$ cat src/rtl/mux2_arb_pkg.sv
// Shared encodings and defaults for the two-source round-robin burst arbiter.
// The optional grant statistics are enabled by the ARB_STATS_EN macro in mux2_arbiter.
package mux2_arb_pkg;

   localparam int DATA_W_DEF    = 8;
   localparam int MAX_BURST_DEF = 16;
   localparam int CNT_W         = 8;
   localparam int STATS_W       = 16;

   typedef enum logic [1:0] {
      ST_IDLE = 2'd0,
      ST_OWN0 = 2'd1,
      ST_OWN1 = 2'd2
   } arb_state_e;

   function automatic logic [STATS_W-1:0] sat_inc(input logic [STATS_W-1:0] v);
      return (&v) ? v : v + 1'b1;
   endfunction

endpackage

$ cat src/rtl/bus_sel2.sv
// Combinational 2:1 select of {data, last}; sel=0 picks source a, sel=1 picks source b.
module bus_sel2 #(
   parameter int DATA_W = 8
) (
   input  logic              sel,
   input  logic [DATA_W-1:0] a_data,
   input  logic              a_last,
   input  logic [DATA_W-1:0] b_data,
   input  logic              b_last,
   output logic [DATA_W-1:0] y_data,
   output logic              y_last
);

   always_comb begin
      y_data = sel ? b_data : a_data;
      y_last = sel ? b_last : a_last;
   end

endmodule

$ cat src/rtl/mux2_arbiter.sv
// Round-robin burst arbiter sharing one registered output bus between two sources.
// Define ARB_STATS_EN to add saturating per-source grant counters (grant0_cnt/grant1_cnt).
module mux2_arbiter
   import mux2_arb_pkg::*;
#(
   parameter int DATA_W    = DATA_W_DEF,
   parameter int MAX_BURST = MAX_BURST_DEF
) (
   input  logic              clk,
   input  logic              reset,
   input  logic              s0_valid,
   input  logic [DATA_W-1:0] s0_data,
   input  logic              s0_last,
   output logic              s0_ready,
   input  logic              s1_valid,
   input  logic [DATA_W-1:0] s1_data,
   input  logic              s1_last,
   output logic              s1_ready,
   output logic              m_valid,
   output logic [DATA_W-1:0] m_data,
   output logic              m_last,
   input  logic              m_ready,
   output logic              sel,
   output logic              busy,
   output logic [1:0]        dbg_state
`ifdef ARB_STATS_EN
   ,
   output logic [STATS_W-1:0] grant0_cnt,
   output logic [STATS_W-1:0] grant1_cnt
`endif
);

   localparam logic [CNT_W-1:0] LAST_BEAT = CNT_W'(MAX_BURST - 1);

   arb_state_e        state_q, state_d;
   logic              ptr_q, ptr_d;
   logic              sel_q, sel_d;
   logic [CNT_W-1:0]  cnt_q, cnt_d;
   logic              m_valid_q, m_valid_d;
   logic [DATA_W-1:0] m_data_q, m_data_d;
   logic              m_last_q, m_last_d;
   logic [DATA_W-1:0] mux_data;
   logic              mux_last;
   logic              own_valid, own_ready, accept, release_now;
   logic              grant0, grant1;

   bus_sel2 #(.DATA_W(DATA_W)) u_sel (
      .sel    (sel_q),
      .a_data (s0_data),
      .a_last (s0_last),
      .b_data (s1_data),
      .b_last (s1_last),
      .y_data (mux_data),
      .y_last (mux_last)
   );

   // A beat moves when valid and ready are both high at a rising edge; the owner
   // sees ready whenever the output register is empty or being drained.
   always_comb begin
      state_d     = state_q;
      ptr_d       = ptr_q;
      sel_d       = sel_q;
      cnt_d       = cnt_q;
      m_valid_d   = m_valid_q;
      m_data_d    = m_data_q;
      m_last_d    = m_last_q;
      s0_ready    = 1'b0;
      s1_ready    = 1'b0;
      grant0      = 1'b0;
      grant1      = 1'b0;
      own_valid   = sel_q ? s1_valid : s0_valid;
      own_ready   = !m_valid_q || m_ready;
      accept      = 1'b0;
      release_now = 1'b0;

      if (m_valid_q && m_ready) m_valid_d = 1'b0;

      case (state_q)
         ST_IDLE: begin
            if (s0_valid && (!s1_valid || !ptr_q)) begin
               state_d = ST_OWN0;
               sel_d   = 1'b0;
               grant0  = 1'b1;
            end else if (s1_valid) begin
               state_d = ST_OWN1;
               sel_d   = 1'b1;
               grant1  = 1'b1;
            end
         end
         ST_OWN0, ST_OWN1: begin
            s0_ready = (state_q == ST_OWN0) && own_ready;
            s1_ready = (state_q == ST_OWN1) && own_ready;
            accept   = own_valid && own_ready;
            if (accept) begin
               release_now = mux_last || (cnt_q == LAST_BEAT);
               m_valid_d   = 1'b1;
               m_data_d    = mux_data;
               m_last_d    = release_now;
               cnt_d       = cnt_q + 1'b1;
               if (release_now) begin
                  state_d = ST_IDLE;
                  ptr_d   = ~sel_q;
                  cnt_d   = '0;
               end
            end
         end
         default: state_d = ST_IDLE;
      endcase
   end

   always_ff @(posedge clk) begin
      if (reset) begin
         state_q   <= ST_IDLE;
         ptr_q     <= 1'b0;
         sel_q     <= 1'b0;
         cnt_q     <= '0;
         m_valid_q <= 1'b0;
         m_data_q  <= '0;
         m_last_q  <= 1'b0;
      end else begin
         state_q   <= state_d;
         ptr_q     <= ptr_d;
         sel_q     <= sel_d;
         cnt_q     <= cnt_d;
         m_valid_q <= m_valid_d;
         m_data_q  <= m_data_d;
         m_last_q  <= m_last_d;
      end
   end

`ifdef ARB_STATS_EN
   logic [STATS_W-1:0] g0_cnt_q, g1_cnt_q;

   always_ff @(posedge clk) begin
      if (reset) begin
         g0_cnt_q <= '0;
         g1_cnt_q <= '0;
      end else begin
         if (grant0) g0_cnt_q <= sat_inc(g0_cnt_q);
         if (grant1) g1_cnt_q <= sat_inc(g1_cnt_q);
      end
   end

   assign grant0_cnt = g0_cnt_q;
   assign grant1_cnt = g1_cnt_q;
`endif

   assign m_valid   = m_valid_q;
   assign m_data    = m_data_q;
   assign m_last    = m_last_q;
   assign sel       = sel_q;
   assign busy      = (state_q != ST_IDLE);
   assign dbg_state = state_q;

endmodule

$ cat config.mk
export PLATFORM = sky130hd
export DESIGN_NAME = mux2_arbiter
export DESIGN_NICKNAME = d
export VERILOG_FILES = /design/src/rtl/mux2_arb_pkg.sv /design/src/rtl/bus_sel2.sv /design/src/rtl/mux2_arbiter.sv
export SDC_FILE = /design/constraint.sdc
export NUM_CORES = 1
export LEC_CHECK = 0
export CAP_MARGIN = 20
export CORE_MARGIN = 5
export CORE_UTILIZATION = 55
export DETAILED_ROUTE_END_ITERATION = 12
export DONT_BUFFER_PORTS = 1
export GPL_ROUTABILITY_DRIVEN = 0
export PLACE_DENSITY = 0.7
export RECOVER_POWER = 50
export REMOVE_ABC_BUFFERS = 1
export SYNTH_ARGS = -nofsm -noshare
export SYNTH_HDL_FRONTEND = slang
export SYNTH_SLANG_ARGS = --single-unit
export TNS_END_PERCENT = 5
$ cat constraint.sdc
create_clock -name clk -period 3.05 [get_ports clk]
set_input_delay 0.61 -clock clk [delete_from_list [all_inputs] [get_ports clk]]
set_output_delay 0.61 -clock clk [all_outputs]
set_load 0.05 [all_outputs]
After elaboration in Yosys (flattened, before gate mapping)
Cells that the tools add are included.
- bits in registers: 22
- output and inout bits: 16
- logic and storage cells: 50
- bitwise gates (word level): 1
- reduce and logical (&&, ||, !) cells: 19
- equality and inequality tests: 6
- add/subtract/negate cells: 1
- multiplexer cells: 16
- operator list (cell ; number):
    two-way mux 8 bit ; 2
    two-way mux 1 bit ; 9
    adder 8 x 1 -> 8 bit, second input constant ; 1
    equality test 8 x 4 -> 1 bit, second input constant ; 1
    two-way mux 2 bit ; 4
    AND reduction 3 bit ; 2
    logical AND 1 bit ; 5
    inequality test 2 bit, second input constant ; 2
    one-hot mux 2 bit (2 select lines) ; 1
    AND reduction 2 bit ; 2
    nonzero test 2 bit ; 2
    zero test 1 bit ; 3
    logical OR 1 bit ; 3
    inequality test 3 bit, second input constant ; 1
    equality test 2 x 1 -> 1 bit, second input constant ; 1
    equality test 2 bit, second input constant ; 1
    zero test 2 bit ; 1
    OR reduction 2 bit ; 1
    inverter 1 bit ; 1

Longest topological paths before layout
- depth after elaboration: 5
- gate-level depth with buffers: 6
- mapped depth without buffers: 5

Modules after synthesis
A second synthesis with hierarchy kept.
- cells, all modules: 130
- area, all modules: 1163.6 um^2
- by module, submodules not included (module ; times used ; area each (um^2) ; cells an instance):
    mux2_arbiter ; 1 ; 1017.2 ; 120
    bus_sel2 ; 1 ; 146.4 ; 10

Worst setup path after synthesis
OpenSTA, ideal clock, no wires.
- path type: register to output
- start point: register state_q[0] (netlist: dbg_state[0])
- end point: output port s0_ready
- slack: 0.811 ns
- arrival: 1.629 ns
- cell stages (with the launch flop): 4
- path buffers: 0
- data required time: 2.440 ns
- cell sequence: dfxtp_1 inv_1 ha_1 and3_1
- word-level cells in the longest chain between the ends: 3
- elaborated cells on any way between the ends: 5
- RTL lines (what ; RTL line ; text):
    from (decl) ; mux2_arbiter.sv:35 ; arb_state_e state_q, state_d;
    from (signal assigned) ; mux2_arbiter.sv:121 ; state_q <= state_d;
    equality test 2 x 1 -> 1 bit / equality test 2 bit (equally long branches) ; mux2_arbiter.sv:78, mux2_arbiter.sv:91 ;
    OR reduction 2 bit / logical AND 1 bit (equally long branches) ; mux2_arbiter.sv:78, mux2_arbiter.sv:91 ;
    two-way mux 1 bit * ; mux2_arbiter.sv:78 ; case (state_q)
    to (decl) ; mux2_arbiter.sv:14 ; output logic s0_ready,
Mark *: on every way between the ends. The rest lies on a longest branch, timed or not.

Final worst setup path
- start point: register state_q[1] (netlist: dbg_state[1])
- end point: output port s1_ready
- word-level cells in the longest chain between the ends: 3
- elaborated cells on any way between the ends: 5
- RTL lines (what ; RTL line ; text):
    equality test 2 x 1 -> 1 bit / equality test 2 bit (equally long branches) ; mux2_arbiter.sv:78, mux2_arbiter.sv:92 ;
    OR reduction 2 bit / logical AND 1 bit (equally long branches) ; mux2_arbiter.sv:78, mux2_arbiter.sv:92 ;
    two-way mux 1 bit * ; mux2_arbiter.sv:78 ;
    to (decl) ; mux2_arbiter.sv:18 ; output logic s1_ready,
Marks and branches as above.

==> run summary <==
======================================================================================
Clock network fraction of total power                                            11.0%
Number of diodes                                                                     0
Detailed Route Iter0 Violations                                                      6
Clock tree from TritonCTS                                                          yes
Top flip-flop cell by instance count after synthesis                           dfxtp_1
Wire length per cell                                                      15.4 microns
Max Slew Vio Count                                                                   0
Startpoint of the most critical register-to-register path                          sel
Site Rows                                                                           16
Internal power summed over all cells                                        0.000541 W
Global-route wire length before repair                                         3.88 mm
Leak                                                                          0.398 nW
Effective utilization at floorplan                                               56.1%
Number of placed instances, taps included                                          144
Vias                                                                               868
Worst Hold Launch                                                                reset
Areal power density over the cells                                         994 mW/mm^2
Number of buffers added to fix hold violations after cts                             0
Ranking of synthesized cells by instance count                            dfxtp_1, nor2_1, a211oi_1
Skew final                                                                    0.971 ps
Clock slew at the register clock pins of the worst setup and hold paths         110 ps
Area share of the leading cell type in the synthesized netlist                   40.8%
Die H                                                                     54.3 microns
TritonCTS buffer count                                                               3
Ordered list of cells on the worst path                                   clkbuf_1, ha_1, and3_1
Count of H-tree levels built during CTS                                              1
Slew of the pin with the lowest slew margin                                    1310 ps
Worst Path Max Fanout                                                                3
Setup repair after global routing missed its margin                                 no
Number of hold violations in the final report                                        0
Antenna violations before repair                                                     0
Area of the placeable core                                                0.00192 sq mm
Antenna viol nets, final                                                             0
Switching power                                                             0.000580 W
Clock period minus final worst setup slack                                     2510 ps
Final layout net count                                                             149
Maximum cell stage delay along the critical path                                540 ps
Average cell area after synthesis                                           9.06 sq um
Final setup viols                                                                    0
Worst hold path type                                                            in2reg
Estimated wirelength of the detail-placed design                               1.68 mm
Endpoint arrival time on the critical path                                     1900 ps
Latest clock arrival within the worst-skew pair                                 290 ps
Final Non-Filler Cells                                                             147
Length in cells of the worst reg-to-reg path                                         5
Max-cap violations                                                                   0
CTS-repair resized insts                                                             0
Sequential cell area fraction in the yosys report                                40.8%
Kind of critical path                                                          reg2out
Area of the multi-input gates                                                602 sq um
Sort of element at the end of the critical path                           primary output
FF+latch count, synth                                                               22
Number of vias per cell                                                           5.90
Number of flops mapped to enable cells by yosys                                      0
Terminating pin of the worst hold path                                         m_valid
Share of total power consumed by net switching                                   51.7%
Post-CTS Setup Inserts                                                               0
Netlist area before placement                                             0.00108 sq mm
Cell with the largest stage delay on the worst path                           clkbuf_1
Most frequent cell after synthesis                                             dfxtp_1
Count of synthesis-stage warnings from yosys                                         0
Synth area leaders                                                        dfxtp_1, mux2i_1, a211oi_1, ha_1, nor2_1
Gr usage total                                                                   17.9%
Dominant delay contributor by cell family on the critical path            buffers and inverters
Area growth, synth to finish                                                     4.64%
Fin Hold WS                                                                     370 ps
Final worst-path cycle share                                                     82.2%
Drt total wl                                                                   2.26 mm
Worst slew margin relative to its limit                                          12.5%
Status                                                                       completed
Ports placed on the boundary                                                        39
Maximum ir drop on the vdd rail                                               0.652 mV
Length of the first detailed-routing pass in iterations                              4
Buffer and inverter count on the worst path                                          1
Largest net degree at the start of global routing                                   21
Reg-to-reg slack, setup                                                         560 ps
Register cell area after layout                                              440 sq um
Via count of the first global-routing pass                                         880
Startpoint types                                                             flip-flop
Sum Neg Setup Slack                                                               0 ps
Power share of the sequential group                                              50.3%
Die width                                                                 54.3 microns
Clock Root Buffer                                                             clkbuf_4
Number of cells traversed by the worst hold path                                     1
Layout cell share with drive strength beyond 1                                   4.17%
Total gr overflow                                                                    0
Share of synthesized registers carrying an async set or reset                       0%
Count of fill cells added during filler insertion                                  186
Die area                                                                  0.00295 sq mm
Count of different cell masters after synthesis                                     33
Highest Clock Rate                                                             399 MHz
Input/output buffers                                                                 0
Deepest clock path buffer count                                                      2
Biggest area consumer among synthesized cells                                  dfxtp_1
Post-Syn Instances                                                                 119
Reg2Reg Capture Point                                                         cnt_q[0]
Total clock sinks                                                                   22
Combinational Power Share                                                        38.7%
Data required time of the critical path                                        2440 ps
Drt drc                                                                              0
======================================================================================
logic make-up (layout without fill, tap and decap cells):
kind of cell    after synthesis  in the layout  share of synthesized area (%)
simple gates                 40             40                           19.4
buf+inv                       9             10                           3.36
flops                        22             22                           40.8
compound gates               31             31                           19.6
xor+xnor                      3              3                           2.44
fa+ha+maj                     4              4                           4.64
mux                          10             10                           9.74
worst max-delay path by stage:
stage / startpoint / end / slack [ps] / depth (start not counted)
2_1_floorplan: dbg_state[0] / s0_ready / 810 / 3
3_3_place_gp: dbg_state[0] / s1_ready / 990 / 4
3_5_place_dp: dbg_state[0] / cnt_q[7] / 900 / 6
4_1_cts: dbg_state[0] / s1_ready / 590 / 4
5_1_grt: sel / cnt_q[0] / 300 / 5
6_report: dbg_state[1] / s1_ready / 540 / 3
metal layers:
| layer | track usage, % | up-vias | wire length [microns] |
|---|---|---|---|
| li1 | - | 451 | - |
| met1 | 22.9 | 390 | 1070 |
| met2 | 28.7 | 25 | 1040 |
| met3 | 5.18 | 2 | 144 |
| met4 | 6.22 | 0 | 13 |
| met5 | 0 | - | 0 |
flip-flops by register name (all words and copies together), names as in the netlist:
signal     cells
sel            1
ptr_q          1
cnt_q          8
m_last         1
m_data         8
m_valid        1
dbg_state      2
layout make-up:
class | instances | share of cell area [%]
Inverter | 4 | 1.33
Tap cell | 27 | 2.99
Multi-Input combinational cell | 88 | 53.3
Sequential cell | 22 | 39.0
Clock buffer | 3 | 2.00
Timing Repair Buffer | 3 | 1.33
power groups by stage:
| stage | clock network (W) | logic, W | registers [W] |
|---|---|---|---|
| 3_3_place_gp | 0 | 0.000424 | 0.000569 |
| 5_1_grt | 0.000146 | 0.000478 | 0.000573 |
| 6_report | 0.000124 | 0.000434 | 0.000564 |
| 3_5_place_dp | 0 | 0.000438 | 0.000573 |
| 4_1_cts | 0.000131 | 0.000439 | 0.000566 |
| 2_1_floorplan | 0 | 0.000296 | 0.000624 |
cell usage in the layout, fill, tap and decap left out:
| cell type | n |
|---|---|
| o31ai_1 | 3 |
| or3_1 | 3 |
| mux2_4 | 1 |
| nor3b_1 | 1 |
| xor2_1 | 2 |
| xnor2_1 | 1 |
| o21a_1 | 1 |
| o211a_1 | 1 |
| clkbuf_4 | 3 |
| buf_4 | 1 |
| a311oi_1 | 1 |
| a21boi_0 | 1 |
| o221a_1 | 1 |
| and4_1 | 1 |
| clkbuf_1 | 2 |
| o32ai_1 | 1 |
| a211oi_1 | 10 |
| nand2_1 | 5 |
| mux2i_1 | 9 |
| nand4b_1 | 1 |
| nor2_1 | 13 |
| nand2b_1 | 1 |
| o21ai_1 | 2 |
| nand4_1 | 2 |
| or2_0 | 1 |
| and3_1 | 4 |
| or4_1 | 3 |
| ha_1 | 4 |
| a21oi_1 | 9 |
| o21ai_0 | 1 |
| nand3_1 | 5 |
| inv_1 | 4 |
| dfxtp_1 | 22 |
stage by stage:
stage	setup slack [ps]	util, %	cell area [sq um]	power (W)
after floorplan	811	-	1060	0.000920
after global placement	989	57.9	1110	0.000993
after detailed placement	903	57.9	1110	0.00101
after CTS	590	59.1	1140	0.00114
after global routing	302	58.7	1130	0.00120
final	542	58.7	1130	0.00112
(Power assumes the default switching activity.)
==> variant: new RTL, config.mk and constraints unchanged <==
Build with the macro `ARB_STATS_EN` defined.
--- a/src/rtl/mux2_arbiter.sv
+++ b/src/rtl/mux2_arbiter.sv
@@ -2,2 +2,4 @@
 // Define ARB_STATS_EN to add saturating per-source grant counters (grant0_cnt/grant1_cnt).
+`define ARB_STATS_EN
+
 module mux2_arbiter
Check against the original RTL (old outputs only; new: grant0_cnt and grant1_cnt): equivalent (Yosys induction, for registers that start in step).
==> variant against the unedited design <==
Die area rose by 130%; largest power group unchanged; critical path depth stayed put; worst setup slack got worse by 89 ps; wire length rose to 2.8 times the old value; first-iteration DRC count increased to 22 times the old value; critical path type unchanged; count of clock-buffer cells in the layout up 2; design area increased to 2.6 times the old value; sequential cell count rose by 32; clock skew rose by 4.4 ps; area after synthesis grew to 2.6 times the old value; sequential power increased by 69%; via count increased to 2.8 times the old value; total power increased by 55%.
==> variant: results <==
[power_and_ir_drop]
p_leak_nw = 0.941
power.clock.fraction_pct = 21.9
irDropWorstVdd_v = 0.000379
swShare_pct = 39.9

[cells_and_area]
n_all_inverters = 8
buffer_area_share_pct = 1.90
sh_seq_area_pct = 36.5
multi_input_area_um2 = 1630
fillCellCount = 462
multi_input_cells = 251
n_clock_buffer = 5
nNetsFinal = 360
drive_above_1_share_pct = 8.76
buffers = 11
final-clk-cell-share_pct = 2.66

[synth]
ys_ff_latch = 54
synthTopCellsByCount = "dfxtp_1, a21oi_1, nor2_1"
async_reset_ff_share_pct = 0
synth_xor_area_share_pct = 0.619
ys_seq_area_share_pct = 38.2
synthTopCellsByArea = "dfxtp_1, a21oi_1, mux2_2, o31ai_1, or4_1"
synth_fa_ha_area_share_pct = 2.65
synth_compound_area_share_pct = 17.0
netlist_instances = 330
synth.distinct_cells = 45
muxShareOfSynthArea_pct = 7.61

[clock_tree]
path_clk_slew_ps = 90
htreeDepth = 2
clock-root-buffer = "clkbuf_8"

[status]
status = "finished, final reports clean"

[global_routing]
grt_use_met1_pct = 24.3
grt_use_met2_pct = 30.2
grt_pass1_wl_mm = 10.3
use_met3_pct = 6.69
first_global_vias = 2238
grt_max_degree = 59
track_usage_pct = 19.2

[timing]
tightest_slew_ps = 1190
clock_skew_ps = 5.32

[drt]
route.met3.wl_um = 535
num_vias = 2463
dr.first_iter.drc_count = 134
drt-total-wl_mm = 6.28
vias_per_cell = 6.14
maxUsedRoutingLayer = "met4"
met1_length_mm = 2.73
wl_met2_mm = 2.93

[critical_path]
crit_fanout = 4
slowest_delay_ps = 590
arrival_ps = 1990

[place]
dp_cells = 394
dpl.hpwl_mm = 4.46
variant: cell count changes after synthesis, moves of 11 or more:
cell | before | now
nand4_1 | 2 | 13
a21oi_1 | 9 | 31
o21ai_0 | 1 | 12
mux2_2 | 0 | 12
dfxtp_1 | 22 | 54
o31ai_1 | 3 | 14
nor2_1 | 13 | 27
or4_1 | 3 | 14
variant: final timing paths:
kind | startpoint | end | slack (ps) | cells after the start
worst min register to register | cnt_q[1] | cnt_q[1] | 480 | 2
worst max-delay path | dbg_state[1] | s1_ready | 450 | 3
worst min-delay path | reset | m_data[0] | 370 | 1
worst max register to register | grant0_cnt[1] | grant0_cnt[12] | 510 | 6
variant: per-stage QoR:
stage	util [%]	setup WS, ps	power [mW]	cell area, um^2	hold WS, ps
final	58.7	453	1.74	2960	368
after global routing	58.7	360	1.84	2960	345
after CTS	59.6	557	1.76	3010	357
after detailed placement	58.0	759	1.39	2930	465
after global placement	58.0	825	1.38	2930	450
after floorplan	-	501	1.29	2760	438
